## src/rtl/button_conditioner.sv

```systemverilog
// -----------------------------------------------------------------------------
// button_conditioner
//
// Front end for the RGB sequencer's button input. It takes a raw, bouncing,
// asynchronous push-button and produces a clean debounced level plus
// single-cycle event pulses: press, release, long-press and auto-repeat.
// press_pulse feeds the sequencer's button input directly, so each physical
// press advances the colour sequence exactly once.
//
// Ports:
//   clk            clock
//   reset          asynchronous, active-high reset
//   button_raw     raw push-button, asynchronous to clk, may bounce
//   level          debounced button level
//   press_pulse    one cycle, debounced rising edge
//   release_pulse  one cycle, debounced falling edge
//   long_pulse     one cycle, press has lasted HOLD_CYCLES
//   repeat_pulse   one cycle, every REPEAT_CYCLES while long-pressed
//
// All outputs are registered; there is no combinational path from button_raw.
// -----------------------------------------------------------------------------
module button_conditioner #(
   parameter int SYNC_STAGES     = 2,
   parameter int DEBOUNCE_CYCLES = 1000,
   parameter int HOLD_CYCLES     = 50000,
   parameter int REPEAT_CYCLES   = 10000
) (
   input  logic clk,
   input  logic reset,
   input  logic button_raw,
   output logic level,
   output logic press_pulse,
   output logic release_pulse,
   output logic long_pulse,
   output logic repeat_pulse
);

   localparam int DB_W   = $clog2(DEBOUNCE_CYCLES + 1);
   localparam int HOLD_W = $clog2(HOLD_CYCLES + 1);
   localparam int REP_W  = $clog2(REPEAT_CYCLES + 1);

   localparam logic [DB_W-1:0]   DB_LAST   = DB_W'(DEBOUNCE_CYCLES - 1);
   localparam logic [HOLD_W-1:0] HOLD_LAST = HOLD_W'(HOLD_CYCLES - 1);
   localparam logic [REP_W-1:0]  REP_LAST  = REP_W'(REPEAT_CYCLES - 1);

   localparam logic [1:0] IDLE    = 2'd0;
   localparam logic [1:0] PRESSED = 2'd1;
   localparam logic [1:0] HELD    = 2'd2;

   // --------------------------------------------------------------------------
   // Synchronizer: plain shift chain, last stage is the only one used.
   // --------------------------------------------------------------------------
   logic [SYNC_STAGES-1:0] sync_q;
   logic                   s;

   always_ff @(posedge clk or posedge reset) begin
      if (reset) sync_q <= '0;
      else       sync_q <= {sync_q[SYNC_STAGES-2:0], button_raw};
   end

   assign s = sync_q[SYNC_STAGES-1];

   // --------------------------------------------------------------------------
   // Debounce: the level only flips after s has disagreed with it on
   // DEBOUNCE_CYCLES consecutive edges. A single agreeing cycle restarts the
   // count, which rejects glitches shorter than the debounce window.
   // --------------------------------------------------------------------------
   logic [DB_W-1:0] db_cnt;

   always_ff @(posedge clk or posedge reset) begin
      if (reset) begin
         level  <= 1'b0;
         db_cnt <= '0;
      end else if (s == level) begin
         db_cnt <= '0;
      end else if (db_cnt == DB_LAST) begin
         level  <= s;
         db_cnt <= '0;
      end else begin
         db_cnt <= db_cnt + DB_W'(1);
      end
   end

   // --------------------------------------------------------------------------
   // Edge detect. level_d is cleared with level, so reset release never looks
   // like an edge. rise/fall are also the FSM's event inputs, which makes the
   // FSM react on the same edge the pulses are registered.
   // --------------------------------------------------------------------------
   logic level_d;
   logic rise;
   logic fall;

   assign rise = level & ~level_d;
   assign fall = ~level & level_d;

   always_ff @(posedge clk or posedge reset) begin
      if (reset) begin
         level_d       <= 1'b0;
         press_pulse   <= 1'b0;
         release_pulse <= 1'b0;
      end else begin
         level_d       <= level;
         press_pulse   <= rise;
         release_pulse <= fall;
      end
   end

   // --------------------------------------------------------------------------
   // Hold / repeat FSM.
   //   IDLE    -> PRESSED on rise, hold counter cleared.
   //   PRESSED counts up to HOLD_CYCLES-1, then long_pulse and -> HELD.
   //   HELD    fires repeat_pulse every REPEAT_CYCLES.
   // A fall is checked first so a release always beats a long/repeat event
   // due on the same edge. Counters saturate at their terminal value by
   // construction (they are cleared or the state changes there).
   // --------------------------------------------------------------------------
   logic [1:0]        state;
   logic [HOLD_W-1:0] hold_cnt;
   logic [REP_W-1:0]  rep_cnt;

   always_ff @(posedge clk or posedge reset) begin
      if (reset) begin
         state        <= IDLE;
         hold_cnt     <= '0;
         rep_cnt      <= '0;
         long_pulse   <= 1'b0;
         repeat_pulse <= 1'b0;
      end else begin
         long_pulse   <= 1'b0;
         repeat_pulse <= 1'b0;
         if (fall) begin
            state    <= IDLE;
            hold_cnt <= '0;
            rep_cnt  <= '0;
         end else begin
            case (state)
               IDLE: begin
                  if (rise) begin
                     state    <= PRESSED;
                     hold_cnt <= '0;
                  end
               end
               PRESSED: begin
                  if (hold_cnt == HOLD_LAST) begin
                     state      <= HELD;
                     long_pulse <= 1'b1;
                     hold_cnt   <= '0;
                     rep_cnt    <= '0;
                  end else begin
                     hold_cnt <= hold_cnt + HOLD_W'(1);
                  end
               end
               HELD: begin
                  if (rep_cnt == REP_LAST) begin
                     repeat_pulse <= 1'b1;
                     rep_cnt      <= '0;
                  end else begin
                     rep_cnt <= rep_cnt + REP_W'(1);
                  end
               end
               default: begin
                  state    <= IDLE;
                  hold_cnt <= '0;
                  rep_cnt  <= '0;
               end
            endcase
         end
      end
   end

endmodule

```

## config.mk

```make
export PLATFORM = sky130hd
export DESIGN_NAME = button_conditioner
export DESIGN_NICKNAME = d
export VERILOG_FILES = /design/src/rtl/button_conditioner.sv
export SDC_FILE = /design/constraint.sdc
export NUM_CORES = 1
export LEC_CHECK = 0
export ABC_AREA = 1
export ABC_CLOCK_PERIOD_IN_PS = 4200
export CORE_MARGIN = 5
export CORE_UTILIZATION = 47
export DETAILED_ROUTE_END_ITERATION = 8
export GPL_TIMING_DRIVEN = 0
export SLEW_MARGIN = 20
export SYNTH_ARGS = -nofsm -noshare
export SYNTH_HDL_FRONTEND = slang
export SYNTH_SLANG_ARGS = --single-unit
```

## constraint.sdc

```tcl
create_clock -name clk -period 4.2 [get_ports clk]
set_input_delay 0.84 -clock clk [delete_from_list [all_inputs] [get_ports clk]]
set_output_delay 0.84 -clock clk [all_outputs]
set_load 0.005 [all_outputs]
```

* After elaboration in Yosys (flattened, before gate mapping)
Index checks and enable logic that the tools add are counted.
** Storage, ports and cells
- Register bits :: 50
- Bits of input ports :: 3
- Output and inout port bits :: 5
- Logic and storage cells :: 54
** Cells by class
- Add/sub/neg operators :: 3
- Equal/unequal tests :: 10
- Mux-type cells :: 20
- Bitwise operators :: 5
- Reduce and logical (&&, ||, !) cells :: 5
** Operators with widths (count)
- 16-bit 2-to-1 mux :: 3
- 16-bit one-hot mux with 3 select lines :: 1
- 14-bit 2-to-1 mux :: 3
- 14-bit one-hot mux with 3 select lines :: 1
- 10-bit 2-to-1 mux :: 2
- 16-bit by 1-bit adder with 16-bit output, second input constant :: 1
- 16-bit equality test, second input constant :: 1
- 14-bit by 1-bit adder with 14-bit output, second input constant :: 1
- 14-bit equality test, second input constant :: 1
- 10-bit by 1-bit adder with 10-bit output, second input constant :: 1
- 10-bit equality test, second input constant :: 1
- 1-bit 2-to-1 mux :: 6
- 2-bit 2-to-1 mux :: 3
- 3-bit inequality test, second input constant :: 2
- 2-bit one-hot mux with 3 select lines :: 1
- 2-bit AND reduction :: 3
- 2-bit inequality test, second input constant :: 2
- 1-bit NOT :: 3
- 3-bit AND reduction :: 1
- 1-bit bitwise AND :: 2
- 2-bit by 1-bit equality test with 1-bit output, second input constant :: 1
- 2-bit equality test, second input constant :: 1
- 2-bit zero test :: 1
- 1-bit equality test :: 1

* Logic depth before layout (Yosys ltp)
Gate-level depths: netlist of the first run.
- Depth in word-level cells :: 5
- Mapped depth :: 11
- Mapped depth without buffers :: 11

* Least setup slack after synthesis of the first run
Ideal clock, no wire load.
- Path type :: register -> register
- From :: register level
- To :: register hold_cnt[11]
- Setup time :: 0.118 ns
- Arrival time :: 1.445 ns
- Required time :: 4.082 ns
- Slack :: 2.637 ns
- Stages on the path, launching flop included :: 11
- Path buffers :: 1
- Clock period less this slack :: 1.563 ns
- Path through :: dfrtp_1 inv_1 ha_1 inv_2 nand2_2 nand2_4 inv_2 buf_6 nand2_1 xor2_1 nor2_1
** On the way
- Word-level cells in the longest chain between the ends :: 4
- Elaborated cells between the ends (all ways) :: 7
- Classes of those cells :: 2 x eq/ne; 1 x mux; 3 x bitwise; 1 x reduce/logical
** RTL lines
- from (decl) :: RTL line 31 : output logic level,
- from (signal assigned) :: RTL line 77 : level <= s;
- 1-bit NOT (*) :: RTL line 94 : assign fall = ~level & level_d;
- 1-bit bitwise AND (*) :: RTL line 94
- via fall :: RTL line 91 : logic fall;
- 3-bit inequality test (no line) / 2-bit inequality test (equally long branches)
- 2-bit AND reduction (no line)
- to (signal assigned) :: RTL line 150 : hold_cnt <= hold_cnt + HOLD_W'(1);
- to (decl) :: RTL line 118 : logic [HOLD_W-1:0] hold_cnt;
Mark *: on every way through the listed nets, which the timed path passes. The rest lies on a longest branch.
A chain may end at the register's enable or synchronous reset.

* Worst setup path in the final report of the first run
- From :: register level
- To :: output port level
No word-level cell between the ends.

==> summary.md, run 1 <==
| Metric | Value |
|---|---|
| Max Slew Vio Count | `0` |
| Final hold violation count | `0` |
| Antenna Nets Post-Route | `0` |
| Vias per inst | `5.21` |
| Tot Pwr | `0.817 mW` |
| CP cell instances | `clkdlybuf4s50_1` |
| Routability cong. | `roughly 0.85` |
| Mapped Cells | `about 370` |
| Clk Latency, worst-skew pair | `just over 0.3 ns` |
| Root buf cell | `clkbuf_8` |
| Core area | `between 5000 and 6000 um^2` |
| DR vias | `roughly 2,400` |
| # clock sinks | `50` |
| Worst reg2reg setup slack | `~2.3 ns` |
| H-tree levels | `2` |
| Fill cells | `580` |
| Total routed wirelength | `between 6000 and 7000 um` |
| Critical Path Sink Type | `output port` |
| CTS resizes | `0` |
| Max-cap violation count | `0` |
| Startpoint types | `flip-flop` |
| Syn. warnings | `0` |
| Slew margin rel. | `approximately 63%` |
| Critical Path AT | `~1.3 ns` |
| CTS tree | `yes` |
| Post-DP HPWL | `4550 um` |
| Fmax | `474 MHz` |
| LEAKAGE | `between 1 and 1.5 nW` |
| WS Path Type | `flip-flop to output port` |
| Slew @ Worst Pin | `0.558 ns` |
| Layout area overhead | `10.0%` |
| Num CTS Buffers | `5` |
| Die ar. | `~7700 um^2` |
| Hold crit path type | `flip-flop to flip-flop` |
| DRC Markers | `0` |
| Tcrit/Tclk final | `approximately 50%` |
| Worst-path clk slew | `roughly 0.10 ns` |
| Multi-input combinational cell area | `about 1400 um^2` |
| Post-synth cell types | `24` |
| Clock Tree Buf Depth | `2` |
| Minimum clock period | `between 2 and 2.5 ns` |
| # port buffers | `7` |
| GRT overflow | `0` |
| Unrepaired setup endpoints after global routing | `no` |
| Max incr delay on CP | `0.53 ns` |
| Largest net degree at the start of global routing | `28` |
| Setup Buffers After CTS | `0` |
| Final Setup Violations | `0` |
| Req. time, crit path | `about 3.4 ns` |
| Synthesized cell area | `between 2000 and 3000 um^2` |
| Status | `completed` |
| I/O pin count | `8` |
| Syn avg cell area | `approximately 7.6 um^2` |
| Setup TNS Final | `0 ns` |
| PwrDens | `about 260 nW/um^2` |
| GRT Total Usage | `a little under a fifth` |
| Worst Path Buf+Inv | `1` |
| Initial antenna violation count | `0` |
| Clock Skew | `between 0.01 and 0.015 ns` |
| Initial DRC Count | `120` |
| Std-Cell Rows | `28` |
| Slowest CP cell | `clkdlybuf4s50_1` |
| Syn_nets | `between 300 and 400` |
| Count of hold-fix buffers inserted at cts | `0` |
| Yosys reg bits | `50` |
| Layout Nets | `398` |
| Avg WL per Cell | `between 10 and 15 um` |
| Sequential Area | `about 1300 um^2` |
| First-pass GRT wire length | `between 10,000 and 15,000 um` |
| VDD IR max | `0.147 mV` |
| Sequential area share after synthesis | `approximately 44%` |
| Initial Utilization | `about half` |
| Die width | `between 80 and 90 um` |
| Vias in the first global route | `approximately 2,400` |
| Worst Path Max Fanout | `5` |
| Layout cells sized above 1 | `under 10%` |
| Die Ht | `about 88 um` |
| # diodes | `0` |
| Crit-path leading delay family | `buffers and inverters` |
| Initial DRT Pass Iterations | `5` |
synthesized netlist by cell type:
library cell,count,share of area (%)
nand2_2,4,0.89
inv_2,5,0.66
nor2_1,65,8.6
nand2_4,3,1.2
nor2_4,2,0.80
o21ai_0,14,2.5
nand2_1,89,12
clkbuf_1,1,0.13
o21ai_1,2,0.35
nand4_1,21,4.7
nor2_2,4,0.89
nand3b_1,1,0.27
xnor2_1,1,0.31
buf_2,2,0.35
o21bai_1,2,0.53
dfrtp_1,50,44
inv_1,33,4.4
ha_1,6,2.7
nor3_1,10,1.8
or2_2,1,0.22
nand3_1,38,6.7
a21oi_1,3,0.53
xor2_1,15,4.7
buf_6,2,0.80
sequential cells by signal, summed over array words and instances (netlist names):
signal,count
hold_cnt,16
rep_cnt,14
db_cnt,10
state,2
sync_q,2
level,1
level_d,1
long_pulse,1
press_pulse,1
release_pulse,1
repeat_pulse,1
where the power goes:
part           internal (mW)  switching (mW)
Sequential             0.484         0.00289
Combinational        0.00567          0.0133
Clock                  0.136           0.175
worst register-to-register path, delay by kind of cell (launching register included):
kind | cells | cell delay, ns
buffers and inverters | 4 | 0.52
flip-flops | 1 | 0.44
adder cells (fa/ha/maj) | 1 | 0.36
AND/OR/NAND/NOR | 4 | 0.36
XOR/XNOR | 1 | 0.14
stage by stage:
step                util, %  std cells  hold slack (ns)  setup slack [ns]  area, um^2
detailed placement     51.1        457            0.357              2.30        3010
CTS                    52.8        465            0.388              2.06        3110
global route           52.8        465            0.391              2.03        3110
global placement       50.8        456            0.342              1.10        2990
finish                 52.8        465            0.372              2.09        3110
floorplan                 -        374            0.331              2.16        2830
placed cells by master, fill, tap and decap left out, drive strengths merged, types with 7 or more instances in the layout:
master,count
clkbuf,7
o21ai,16
nand3,38
xor2,15
dfrtp,50
nand2,96
clkdlybuf4s50,7
nand4,21
nor3,10
nor2,71
inv,39
kinds of logic after synthesis:
kind of cell | synth area share (%)
adder cells (fa/ha/maj) | 2.66
flip-flops | 44.3
XOR/XNOR | 4.96
AND/OR/NAND/NOR | 37.9
AO/OA/AOI/OAI | 3.90
buffers and inverters | 6.33
area by class of cell:
cell class	instances	area share, %
Buffer	5	1.17
Clock buffer	6	2.66
Clock inverter	2	0.523
Inverter	38	4.59
Multi-Input combinational cell	281	44.9
Sequential cell	50	40.3
Tap cell	75	3.02
Timing Repair Buffer	8	2.90
metal layers:
metal	track usage, %	part of all wire (%)
met5	0	0
met4	5.44	1.4
met3	3.39	3.8
met2	29.0	45
met1	24.7	50
path summary, 6_finish.rpt:
path,startpoint,cells past startpoint,endpoint
setup reg to reg,level,10,hold_cnt[11]
max in group asynchronous,reset,3,long_pulse
hold / removal,sync_q[0],0,sync_q[1]
hold reg to reg,sync_q[0],0,sync_q[1]
min in group asynchronous,reset,2,rep_cnt[7]
setup / recovery,level,1,level
No activity file was read; power rests on OpenSTA's default activity.
==> run 2, diff against run 1 <==
--- a/config.mk
+++ b/config.mk
@@ -6,7 +6,7 @@
 export NUM_CORES = 1
 export LEC_CHECK = 0
 export ABC_AREA = 1
-export ABC_CLOCK_PERIOD_IN_PS = 4200
+export ABC_CLOCK_PERIOD_IN_PS = 2160
 export CORE_MARGIN = 5
 export CORE_UTILIZATION = 47
 export DETAILED_ROUTE_END_ITERATION = 8
==> constraint.sdc (replaced) <==
create_clock -name clk -period 2.16 [get_ports clk]
set_input_delay 0.432 -clock clk [delete_from_list [all_inputs] [get_ports clk]]
set_output_delay 0.432 -clock clk [all_outputs]
set_load 0.005 [all_outputs]
==> results of run 2 <==
Same layout as run 1 (identical final DEF). Status: completed.
Main changes from that run: setup slack after placement 2.30 ns -> 0.264 ns; setup slack after layout 2.09 ns -> 0.224 ns; end point of the critical path level -> hold_cnt[11]; register-to-register setup slack 2.26 ns -> 0.22 ns; total power 0.817 mW -> 1.59 mW; worst IR drop on VDD 0.147 mV -> 0.285 mV
==> run 3, diff against run 2 <==
--- a/config.mk
+++ b/config.mk
@@ -11,6 +11,7 @@
 export CORE_UTILIZATION = 47
 export DETAILED_ROUTE_END_ITERATION = 8
 export GPL_TIMING_DRIVEN = 0
+export SKIP_LAST_GASP = 1
 export SLEW_MARGIN = 20
 export SYNTH_ARGS = -nofsm -noshare
 export SYNTH_HDL_FRONTEND = slang
==> results of run 3 <==
Same layout as run 1 (identical final DEF). Status: completed.
Main changes from that run: setup slack after placement 2.30 ns -> 0.264 ns; setup slack after layout 2.09 ns -> 0.224 ns; end point of the critical path level -> hold_cnt[11]; register-to-register setup slack 2.26 ns -> 0.22 ns; total power 0.817 mW -> 1.59 mW; worst IR drop on VDD 0.147 mV -> 0.285 mV
